`config.mk`:
```
export PLATFORM = sky130hd
export DESIGN_NAME = au_gray_counter
export DESIGN_NICKNAME = d
export VERILOG_FILES = /design/src/rtl/au_gray_counter.sv
export SDC_FILE = /design/constraint.sdc
export NUM_CORES = 1
export LEC_CHECK = 0
export ABC_AREA = 1
export CAP_MARGIN = 10
export CELL_PAD_IN_SITES_DETAIL_PLACEMENT = 0
export CELL_PAD_IN_SITES_GLOBAL_PLACEMENT = 2
export CORE_ASPECT_RATIO = 0.75
export CORE_MARGIN = 2
export CORE_UTILIZATION = 25
export CTS_CLUSTER_SIZE = 16
export DETAILED_ROUTE_END_ITERATION = 10
export PLACE_DENSITY_LB_ADDON = 0.12
export SETUP_SLACK_MARGIN = 0.2
export SYNTH_ARGS = -nofsm -noshare
export SYNTH_HDL_FRONTEND = slang
export SYNTH_SLANG_ARGS = --single-unit
```
`constraint.sdc`:
```
create_clock -name clk -period 2.5 [get_ports clk]
set_clock_uncertainty 0.15 [all_clocks]
set_input_delay 0.5 -clock clk [delete_from_list [all_inputs] [get_ports clk]]
set_output_delay 0.5 -clock clk [all_outputs]
set_load 0.01 [all_outputs]
```
`src/rtl/au_gray_counter.sv`:
```
// Up/down binary counter with a registered Gray-coded copy, load, terminal count and change strobe.
// Optional macro AU_GRAY_CNT_CHECK_EN compiles in a sticky single-bit-transition checker on g.
module au_gray_counter #(
    parameter int unsigned WIDTH = 8,
    parameter int unsigned INIT  = 0
) (
    input  logic             clk,
    input  logic             rst,
    input  logic             en,
    input  logic             up_dn,
    input  logic             ld,
    input  logic [WIDTH-1:0] ld_val,
    output logic [WIDTH-1:0] b,
    output logic [WIDTH-1:0] g,
    output logic             tc,
    output logic             chg,
    output logic             err
);

    localparam logic [WIDTH-1:0] INIT_B = WIDTH'(INIT);
    localparam logic [WIDTH-1:0] INIT_G = INIT_B ^ (INIT_B >> 1);

    logic [WIDTH-1:0] b_q;
    logic [WIDTH-1:0] g_q;
    logic             chg_q;
    logic [WIDTH-1:0] b_next;
    logic [WIDTH-1:0] g_next;

    always_comb begin
        b_next = b_q;
        if (ld) begin
            b_next = ld_val;
        end else if (en) begin
            b_next = up_dn ? (b_q + WIDTH'(1)) : (b_q - WIDTH'(1));
        end
        g_next = b_next ^ (b_next >> 1);
    end

    // g is registered from b_next so b and g always move on the same edge.
    always_ff @(posedge clk) begin
        if (rst) begin
            b_q   <= INIT_B;
            g_q   <= INIT_G;
            chg_q <= 1'b0;
        end else begin
            b_q   <= b_next;
            g_q   <= g_next;
            chg_q <= (g_next != g_q);
        end
    end

    assign b   = b_q;
    assign g   = g_q;
    assign chg = chg_q;
    assign tc  = up_dn ? (b_q == '1) : (b_q == '0);

`ifdef AU_GRAY_CNT_CHECK_EN
    logic [WIDTH-1:0] g_prev_q;
    logic             step_q;
    logic             err_q;

    // step_q marks that the most recent update was a count step, so loads and resets are skipped.
    always_ff @(posedge clk) begin
        if (rst) begin
            g_prev_q <= INIT_G;
            step_q   <= 1'b0;
            err_q    <= 1'b0;
        end else begin
            g_prev_q <= g_q;
            step_q   <= en & ~ld;
            if (step_q && ($countones(g_q ^ g_prev_q) != 1)) begin
                err_q <= 1'b1;
            end
        end
    end

    assign err = err_q;
`else
    assign err = 1'b0;
`endif

endmodule

```
==> impl_metrics.toml <==
[sta]
timing.final.crit_share = 0.884
rsz0062_at_grt = "true"
period_minus_slack_ns = 2.21
fmax_mhz = 452
finalHoldViolCount = 0
setup_tns_ns = 0
maxSlewViolCount = 0
final-setup-viol-count = 0

[clocking]
hold_buffers = 0
insertion_delay_ns = 0.25
clkTransAtPathRegs_ns = 0.07
cts_tree = "yes"
cts_made_buffers = 3
h-tree-depth = 1
cts_sinks = 16
cts_buffer_depth = 2
cts_root_buf = "clkbuf_8"

[worst_setup_path]
crit_arrival_ns = 2.21
crit_path_end_kind = "flip-flop"
rrSetupSlack_ns = 0.30
startpoint_type = "primary input"
r2r-start = "b[0]"
crit_type = "in2reg"
required_ns = 2.50
startpoint = "up_dn"
crit_fanout = 4

[grt]
antenna_found_initial = 0
grt_max_degree = 17
grt_pass1_wl_um = 6690
overflow = 0
grt_use_total = 0.146
grt_pass1_vias = 1459

[placement]
gp_congestion = 0.794
port-buffer-count = 30
dp_hpwl_um = 3310
post-place-cells = 369

[synthesis]
syn_area_um2 = 1370
synth_xor_area_frac = 0.00638
synth_top_family_by_area = "simple AND/OR/NAND/NOR gates"
ys.flop_type = "dfxtp_1"
async_reset_ff_frac = 0
synth_warnings = 0
syn_inst = 240
avgSynthCellArea_um2 = 5.72
yosysMostFrequentCell = "nand2_1"
synth_area_leaders = "dfxtp_1, nand2_1, nand3_1"
syn-num-nets = 260
synth-adder-area-share = 0.0693
synth_compound_area_frac = 0.0757
synthMuxAreaShare = 0
ys_ff_latch = 16
yosys.area.top_type = "dfxtp_1"
synth_cell_types = 24
yosys.area.top_type_share = 0.233
yosys.area_share.simple = 0.491
netlist_top_cells_count = "nand2_1, nand3_1, inv_1"
ys_seq_area_frac = 0.233
synth_edf_count = 0

[route]
vias_per_cell = 4.30
wire_per_inst_um = 11.0
drc = 0
drt_pass1_iterations = 6
drtAntennaViolNets = 0
num_vias = 1612
wl_um = 4120
drtIter0Drc = 54

[pwr]
p_leak_nw = 1.08
power_density_nw_per_um2 = 454
ir_worst_vdd_mv = 0.177

[finish]
fin_cells = 375
antennaDiodeCount = 0
fill_cells = 575
syn_to_final_growth_pct = 58.8
drive_above_1_share = 0.270
nets = 322

[floorplan]
core_um2 = 5320
fp-row-count = 23
initial_core_util = 0.258
io-pin-count = 32
die_area_um2 = 6110
die_h_um = 68.2
die_w_um = 89.6

[worst_hold_path]
holdCritPathClass = "reg2reg"
hold_path_startpoint = "g[6]"

[flow_run]
cap_violations = 0

[run_status]
status = "complete, no violations"
## state kept, by name, indices dropped and copies added, names as in the netlist
name / flops
b: 8
g: 7
chg: 1
## metal layers
| metal | part of all wire | global-route usage | routed length [um] |
|---|---|---|---|
| met1 | 0.52 | 0.200 | 2130 |
| met2 | 0.44 | 0.238 | 1820 |
| met3 | 0.036 | 0.0362 | 149 |
| met4 | 0.0041 | 0.0168 | 17 |
| met5 | 0 | 0 | 0 |
## power by group
| part | total (mW) | switching, mW | internal [mW] | leakage [nW] |
|---|---|---|---|---|
| combinational | 0.479 | 0.243 | 0.236 | 0.920 |
| clock | 0.206 | 0.0986 | 0.107 | 0.0216 |
| sequential | 0.304 | 0.0249 | 0.280 | 0.133 |
| total | 0.989 | 0.367 | 0.623 | 1.08 |
## area by class of cell
type	count	area [um2]	area share
multi-input cells	184	1020	0.469
inverters	34	130	0.0597
clock buffers	3	41.3	0.0189
flip-flops and latches	16	322	0.148
repair buffers	63	571	0.262
well taps	75	93.8	0.0431
## placed cells by master, fill, tap and decap left out, types with 2 or more instances in the layout
cell type,instances
buf_4,30
inv_1,29
nor2_1,28
nand3_2,9
a21oi_1,14
ha_1,3
nor2_2,2
clkdlybuf4s50_1,27
nand2_1,67
inv_2,4
buf_6,3
a21oi_4,2
ha_4,3
nand3_1,27
nand2_2,18
dfxtp_1,15
clkbuf_8,3
## repair_timing
item,CTS,global route
setup endpoints to repair,11,5
pin swaps,2,18
setup buffers,0,3
gates resized for setup,17,27
## logic make-up (layout without fill, tap and decap cells)
| kind of cell | count (synthesis) | in the layout |
|---|---|---|
| AND/OR/NAND/NOR | 157 | 157 |
| buffers and inverters | 40 | 100 |
| AO/OA/AOI/OAI | 18 | 18 |
| flip-flops | 16 | 16 |
| adder cells (fa/ha/maj) | 7 | 7 |
| other | 1 | 1 |
| XOR/XNOR | 1 | 1 |
## path summary, 6_finish.rpt
check	endpoint	cells past startpoint
max	chg	17
min	chg	5
max reg2reg	chg	17
min reg2reg	chg	5
## worst max-delay path, stage by stage
cell and delay [ns]:
buf_6 0.11, fa_2 0.41, buf_6 0.13, nand2_2 0.05, nand2_1 0.05, nand2_1 0.08
nand2_2 0.10, nand2_4 0.10, nand2_1 0.05, nand3b_1 0.08, nand2_1 0.05, nor2_1 0.10
nand2_1 0.06, nor2_1 0.09, nand3_1 0.09, nor2_2 0.10, nor2_1 0.04
## per-stage QoR
| step | utilization | worst slack [ns] | total power, mW | hold slack, ns | cell area [um2] |
|---|---|---|---|---|---|
| floorplan | - | 0.232 | 0.550 | 0.474 | 1370 |
| global placement | 0.369 | -0.517 | 0.746 | 0.508 | 1970 |
| detailed placement | 0.369 | -0.503 | 0.740 | 0.509 | 1970 |
| CTS | 0.389 | 0.203 | 0.969 | 0.527 | 2070 |
| global route | 0.409 | 0.0608 | 1.07 | 0.635 | 2180 |
| finish | 0.409 | 0.290 | 0.989 | 0.544 | 2180 |
Power figures use the tool's default switching activity.
==> patch 1 (same settings) <==
Set the parameter `WIDTH` to 12 (it was 8).
--- a/src/rtl/au_gray_counter.sv
+++ b/src/rtl/au_gray_counter.sv
@@ -1,7 +1,7 @@
 // Up/down binary counter with a registered Gray-coded copy, load, terminal count and change strobe.
 // Optional macro AU_GRAY_CNT_CHECK_EN compiles in a sticky single-bit-transition checker on g.
 module au_gray_counter #(
-    parameter int unsigned WIDTH = 8,
+    parameter int unsigned WIDTH = 12,
     parameter int unsigned INIT  = 0
 ) (
     input  logic             clk,
Ports: changed (resized b, g and ld_val); port bits go from 32 to 44. The function was not compared with the original's and may differ.
==> patch 1 against the original RTL <==
Routed wire length increased by 91%. Power increased by 81%. Cell count grew 58%. Cell area up 78%. Non-clock buffer count is 54 higher. Critical path type unchanged. Count of clock-buffer cells in the layout increased by 1. Critical path depth is the same. Synthesized area increased by 61%. Global-route usage up 2.0 points. Sequential cell count rose by 8. Critical endpoint unchanged. First-iteration DRC count rose by 78%. Worst setup slack worse by 260 ps.
==> patch 1: results <==
{
  "buffer_ports.inserted": 42,
  "final_nets": 514,
  "hold-path-cell-count": 5,
  "cts-buffers-inserted": 3,
  "track_usage_pct": 16.56,
  "synth-warning-count": 0,
  "layout-drive-gt1-share_pct": 39.79,
  "run_status": "completed",
  "number_of_flip_flops_in_the_largest_register": 12,
  "placement.setup.worst_slack_ps": -928.7,
  "cts_buffer_depth": 2,
  "route.detailed.vias_per_inst": 4.460,
  "ys_seq_area_share_pct": 21.72,
  "insertion_delay_ps": 260,
  "grt_first_pass_wirelength_mm": 12.68,
  "setup_violations": 0,
  "postSynth.topFlopCell": "sky130_fd_sc_hd__dfxtp_1",
  "reg2reg_depth": 16,
  "synthDistinctLibCells": 30,
  "cts_root_buffer": "sky130_fd_sc_hd__clkbuf_16",
  "startpoint": "up_dn",
  "number_of_antenna_violations_at_the_first_check_in_global_routing": 0,
  "regToRegStartpoint": "b[0]",
  "cp.arrival_ps": 2460,
  "setup_ws_ps": 31.40,
  "postSynthNetCount": 399,
  "vdd_ir_drop_max_mv": 0.2943,
  "ctsHtreeMaxLevel": 1,
  "drt_pass_1_iters": 4,
  "via_count_of_the_first_global_routing_pass": 2636,
  "async_set_reset_flop_share_out_of_synthesis_pct": 0,
  "dp.final_hpwl_mm": 6.108,
  "pin_count_of_the_biggest_net_entering_global_routing": 25,
  "netlist_top_cells_area": "sky130_fd_sc_hd__nand2_1, sky130_fd_sc_hd__dfxtp_1, sky130_fd_sc_hd__inv_1",
  "placed_cell_area_um2": 3173,
  "path_max_fanout": 3,
  "ant_nets": 0,
  "worst_hold_startpoint": "g[8]",
  "detail_route.wirelength_mm": 7.870,
  "routability_congestion": 0.8221,
  "drtIter0Drc": 96,
  "diodes": 0,
  "static-leakage-power_nw": 1.864,
  "clk_pin_slew_ps": 60,
  "synth.cells.most_frequent": "sky130_fd_sc_hd__nand2_1, sky130_fd_sc_hd__inv_1, sky130_fd_sc_hd__nor2_1"
}
-- patch 1: cells by family (layout without fill, tap and decap cells) --
kind of cell	after synthesis	in the layout	share of synthesized area, %
and+or+nand+nor	240	240	48.64
buffers and inverters	58	172	11.60
AOI/OAI and AO/OA	34	34	10.12
DFF	24	24	21.72
adders and majority gates	11	11	6.561
xor gates and xnor gates	3	3	1.188
other	1	1	0.1695
-- patch 1: final cells by class --
cell class	count	area (µm²)
Fill cell	904	4653
Multi-Input combinational cell	289	1917
Timing Repair Buffer	117	1051
Sequential cell	24	483.0
Inverter	50	191.4
Tap cell	108	135.1
Clock buffer	4	88.84
Timing Repair inverter	1	7.507
-- patch 1: path summary, 6_finish.rpt --
| check | endpoint | slack (ps) |
|---|---|---|
| setup / recovery | chg | 30 |
| hold reg to reg | chg | 530 |
| setup reg to reg | chg | 70 |
| hold / removal | chg | 530 |
-- patch 1: what timing repair did --
item                       CTS  global route
resized for setup           63            54
pin swaps                   22            47
setup endpoints to repair   23             6
setup buffers                7             7
cloned                       1             0
-- patch 1: layer usage --
| metal | wire [µm] | part of all wire, % | global-route usage (%) |
|---|---|---|---|
| met5 | 0 | 0 | 0 |
| met3 | 226 | 2.9 | 2.786 |
| met1 | 4196 | 53 | 24.38 |
| met2 | 3434 | 44 | 26.57 |
| met4 | 13 | 0.17 | 0.9978 |
-- patch 1: metrics by stage --
| stage | cells | setup TNS [ps] |
|---|---|---|
| global placement | 574 | -10020 |
| detailed placement | 574 | -10350 |
| floorplan | 371 | 0 |
| CTS | 586 | 0 |
| finish | 593 | 0 |
| global route | 593 | -154.0 |
-- patch 1: power breakdown --
part	leakage (nW)	total (mW)	internal, mW	switching [mW]
Clock	0.0442	0.386	0.245	0.141
Sequential	0.200	0.457	0.420	0.0368
Combinational	1.62	0.948	0.465	0.483
Total	1.86	1.79	1.13	0.661
-- patch 1: critical path, cell delays in order --
cell and delay (ps):
sky130_fd_sc_hd__buf_8 110, sky130_fd_sc_hd__buf_6 120, sky130_fd_sc_hd__fa_2 510, sky130_fd_sc_hd__a21oi_1 60
sky130_fd_sc_hd__o21ai_1 110, sky130_fd_sc_hd__nand2_1 120, sky130_fd_sc_hd__buf_4 160, sky130_fd_sc_hd__nand2_4 60
sky130_fd_sc_hd__nand3b_1 70, sky130_fd_sc_hd__nand2_1 70, sky130_fd_sc_hd__nand2_1 60, sky130_fd_sc_hd__nor2_2 150
sky130_fd_sc_hd__nand2_1 70, sky130_fd_sc_hd__inv_1 70, sky130_fd_sc_hd__nand3_2 70, sky130_fd_sc_hd__nor2_2 100
sky130_fd_sc_hd__a21oi_1 60
==> patch 2 (same flow settings) <==
Without the edit above. Register the inputs `up_dn` and `ld_val` before use. The logic sees them one clock later. The other inputs are not delayed to match.
--- a/src/rtl/au_gray_counter.sv
+++ b/src/rtl/au_gray_counter.sv
@@ -20,6 +20,14 @@
     localparam logic [WIDTH-1:0] INIT_B = WIDTH'(INIT);
     localparam logic [WIDTH-1:0] INIT_G = INIT_B ^ (INIT_B >> 1);
 
+    logic up_dn_q;
+    logic [WIDTH-1:0] ld_val_q;
+
+    always_ff @(posedge clk) begin
+        up_dn_q  <= up_dn;
+        ld_val_q <= ld_val;
+    end
+
     logic [WIDTH-1:0] b_q;
     logic [WIDTH-1:0] g_q;
     logic             chg_q;
@@ -29,9 +37,9 @@
     always_comb begin
         b_next = b_q;
         if (ld) begin
-            b_next = ld_val;
+            b_next = ld_val_q;
         end else if (en) begin
-            b_next = up_dn ? (b_q + WIDTH'(1)) : (b_q - WIDTH'(1));
+            b_next = up_dn_q ? (b_q + WIDTH'(1)) : (b_q - WIDTH'(1));
         end
         g_next = b_next ^ (b_next >> 1);
     end
@@ -52,7 +60,7 @@
     assign b   = b_q;
     assign g   = g_q;
     assign chg = chg_q;
-    assign tc  = up_dn ? (b_q == '1) : (b_q == '0);
+    assign tc  = up_dn_q ? (b_q == '1) : (b_q == '0);
 
 `ifdef AU_GRAY_CNT_CHECK_EN
     logic [WIDTH-1:0] g_prev_q;
Behaviour: not the same (a bounded check fails within 4 cycles, from zero or initial values and one cycle with rst high).
==> patch 2 against the original RTL <==
Power grew 11%. Die area grew 12%. Worst setup slack lost 76 ps. Sequential cell count grew 9. Register-to-register slack lost 90 ps. Cell area shrank 2.4%. Core utilization shrank 4.8 points. Via count shrank 2.2%. Routed wire length grew 1.7%. Global-route usage shrank 1.2 points. Maximum frequency shrank 3.3%. Synthesized area grew 13%. Critical path type is now flop to flop. Largest cell class unchanged.
==> patch 2: results <==
{
  "routability_congestion": 0.7535,
  "vdd_ir_drop_max_mv": 0.2063,
  "dp.final_hpwl_mm": 3.417,
  "final_nets": 310,
  "netlist_top_cells_area": "sky130_fd_sc_hd__dfxtp_1, sky130_fd_sc_hd__nand2_1, sky130_fd_sc_hd__nand3_1",
  "cp.arrival_ps": 2300,
  "grt_first_pass_wirelength_mm": 7.134,
  "synthDistinctLibCells": 26,
  "via_count_of_the_first_global_routing_pass": 1503,
  "static-leakage-power_nw": 1.035,
  "drt_pass_1_iters": 4,
  "synth-compound-area-share_pct": 8.178,
  "track_usage_pct": 13.31,
  "drtIter0Drc": 70,
  "synth_xor_xnor_area_share_pct": 0,
  "vias": 1577,
  "ys_seq_area_share_pct": 32.39,
  "slowest_delay_ps": 510,
  "hold_path_class": "flop to flop",
  "post_synth_mux_area_share_pct": 0,
  "fraction_of_the_mapped_netlist_area_in_adder_cells_pct": 6.154,
  "postSynthNetCount": 267,
  "synth.cells.most_frequent": "sky130_fd_sc_hd__nand2_1, sky130_fd_sc_hd__inv_1, sky130_fd_sc_hd__nand3_1",
  "layout-drive-gt1-share_pct": 15.22,
  "insertion_delay_ps": 270,
  "run_status": "completed"
}
## patch 2: power by group
group	leakage, nW	switching, mW	internal (mW)
registers	0.210	0.0244	0.430
logic	0.799	0.214	0.181
clock network	0.0255	0.132	0.112
## patch 2: metal layers
metal / vias up / track usage [%] / part of all wire, %
li1: 861 / - / -
met1: 686 / 18.79 / 53
met2: 28 / 21.43 / 42
met3: 2 / 2.908 / 4.2
met4: 0 / 1.932 / 0.43
met5: - / 0 / 0
## patch 2: worst min-delay path, stage by stage (launching register included)
cell	delay [ps]
sky130_fd_sc_hd__dfxtp_1	320
sky130_fd_sc_hd__nand2_1	90
sky130_fd_sc_hd__nand3_1	120
sky130_fd_sc_hd__a21oi_1	70
## patch 2: cell type report
class,instances,area [µm²]
Multi-Input combinational cell,178,927.1
Fill cell,695,3757
Timing Repair Buffer,44,404.1
Clock buffer,3,41.29
Tap cell,78,97.59
Clock inverter,1,5.005
Inverter,38,147.6
Sequential cell,25,505.5
## patch 2: final timing paths
check / from / endpoint / slack [ps] / cells past startpoint
worst max-delay path: up_dn_q / chg / 210 / 17
worst min-delay path: ld_val_q[2] / g[1] / 490 / 3
worst max register to register: up_dn_q / chg / 210 / 17
worst min register to register: ld_val_q[2] / g[1] / 490 / 3
## patch 2: what timing repair did
| action | CTS | global route |
|---|---|---|
| endpoints found under the setup margin | 2 | 2 |
| hold buffers | 0 | 0 |
| endpoints found under the hold margin | 0 | 0 |
| gates resized for setup | 15 | 3 |
## patch 2: metrics by stage
stage | worst slack (ps) | cells | cell area (µm²) | power (mW) | setup TNS (ps)
4_1_cts | 201.2 | 367 | 2123 | 1.112 | 0
5_1_grt | -56.38 | 367 | 2128 | 1.189 | -56.38
3_3_place_gp | -20.40 | 363 | 2009 | 0.8471 | -20.40
2_1_floorplan | 292.2 | 247 | 1545 | 0.6909 | 0
3_5_place_dp | -39.86 | 363 | 2009 | 0.8417 | -39.86
6_report | 213.2 | 367 | 2128 | 1.093 | 0
## patch 2: cell families (layout without fill, tap and decap cells)
family,Yosys count,in the layout
AND/OR/NAND/NOR,148,148
buffers and inverters,44,86
flip-flops,25,25
AO/OA/AOI/OAI,22,22
adder cells (fa/ha/maj),7,7
other,1,1
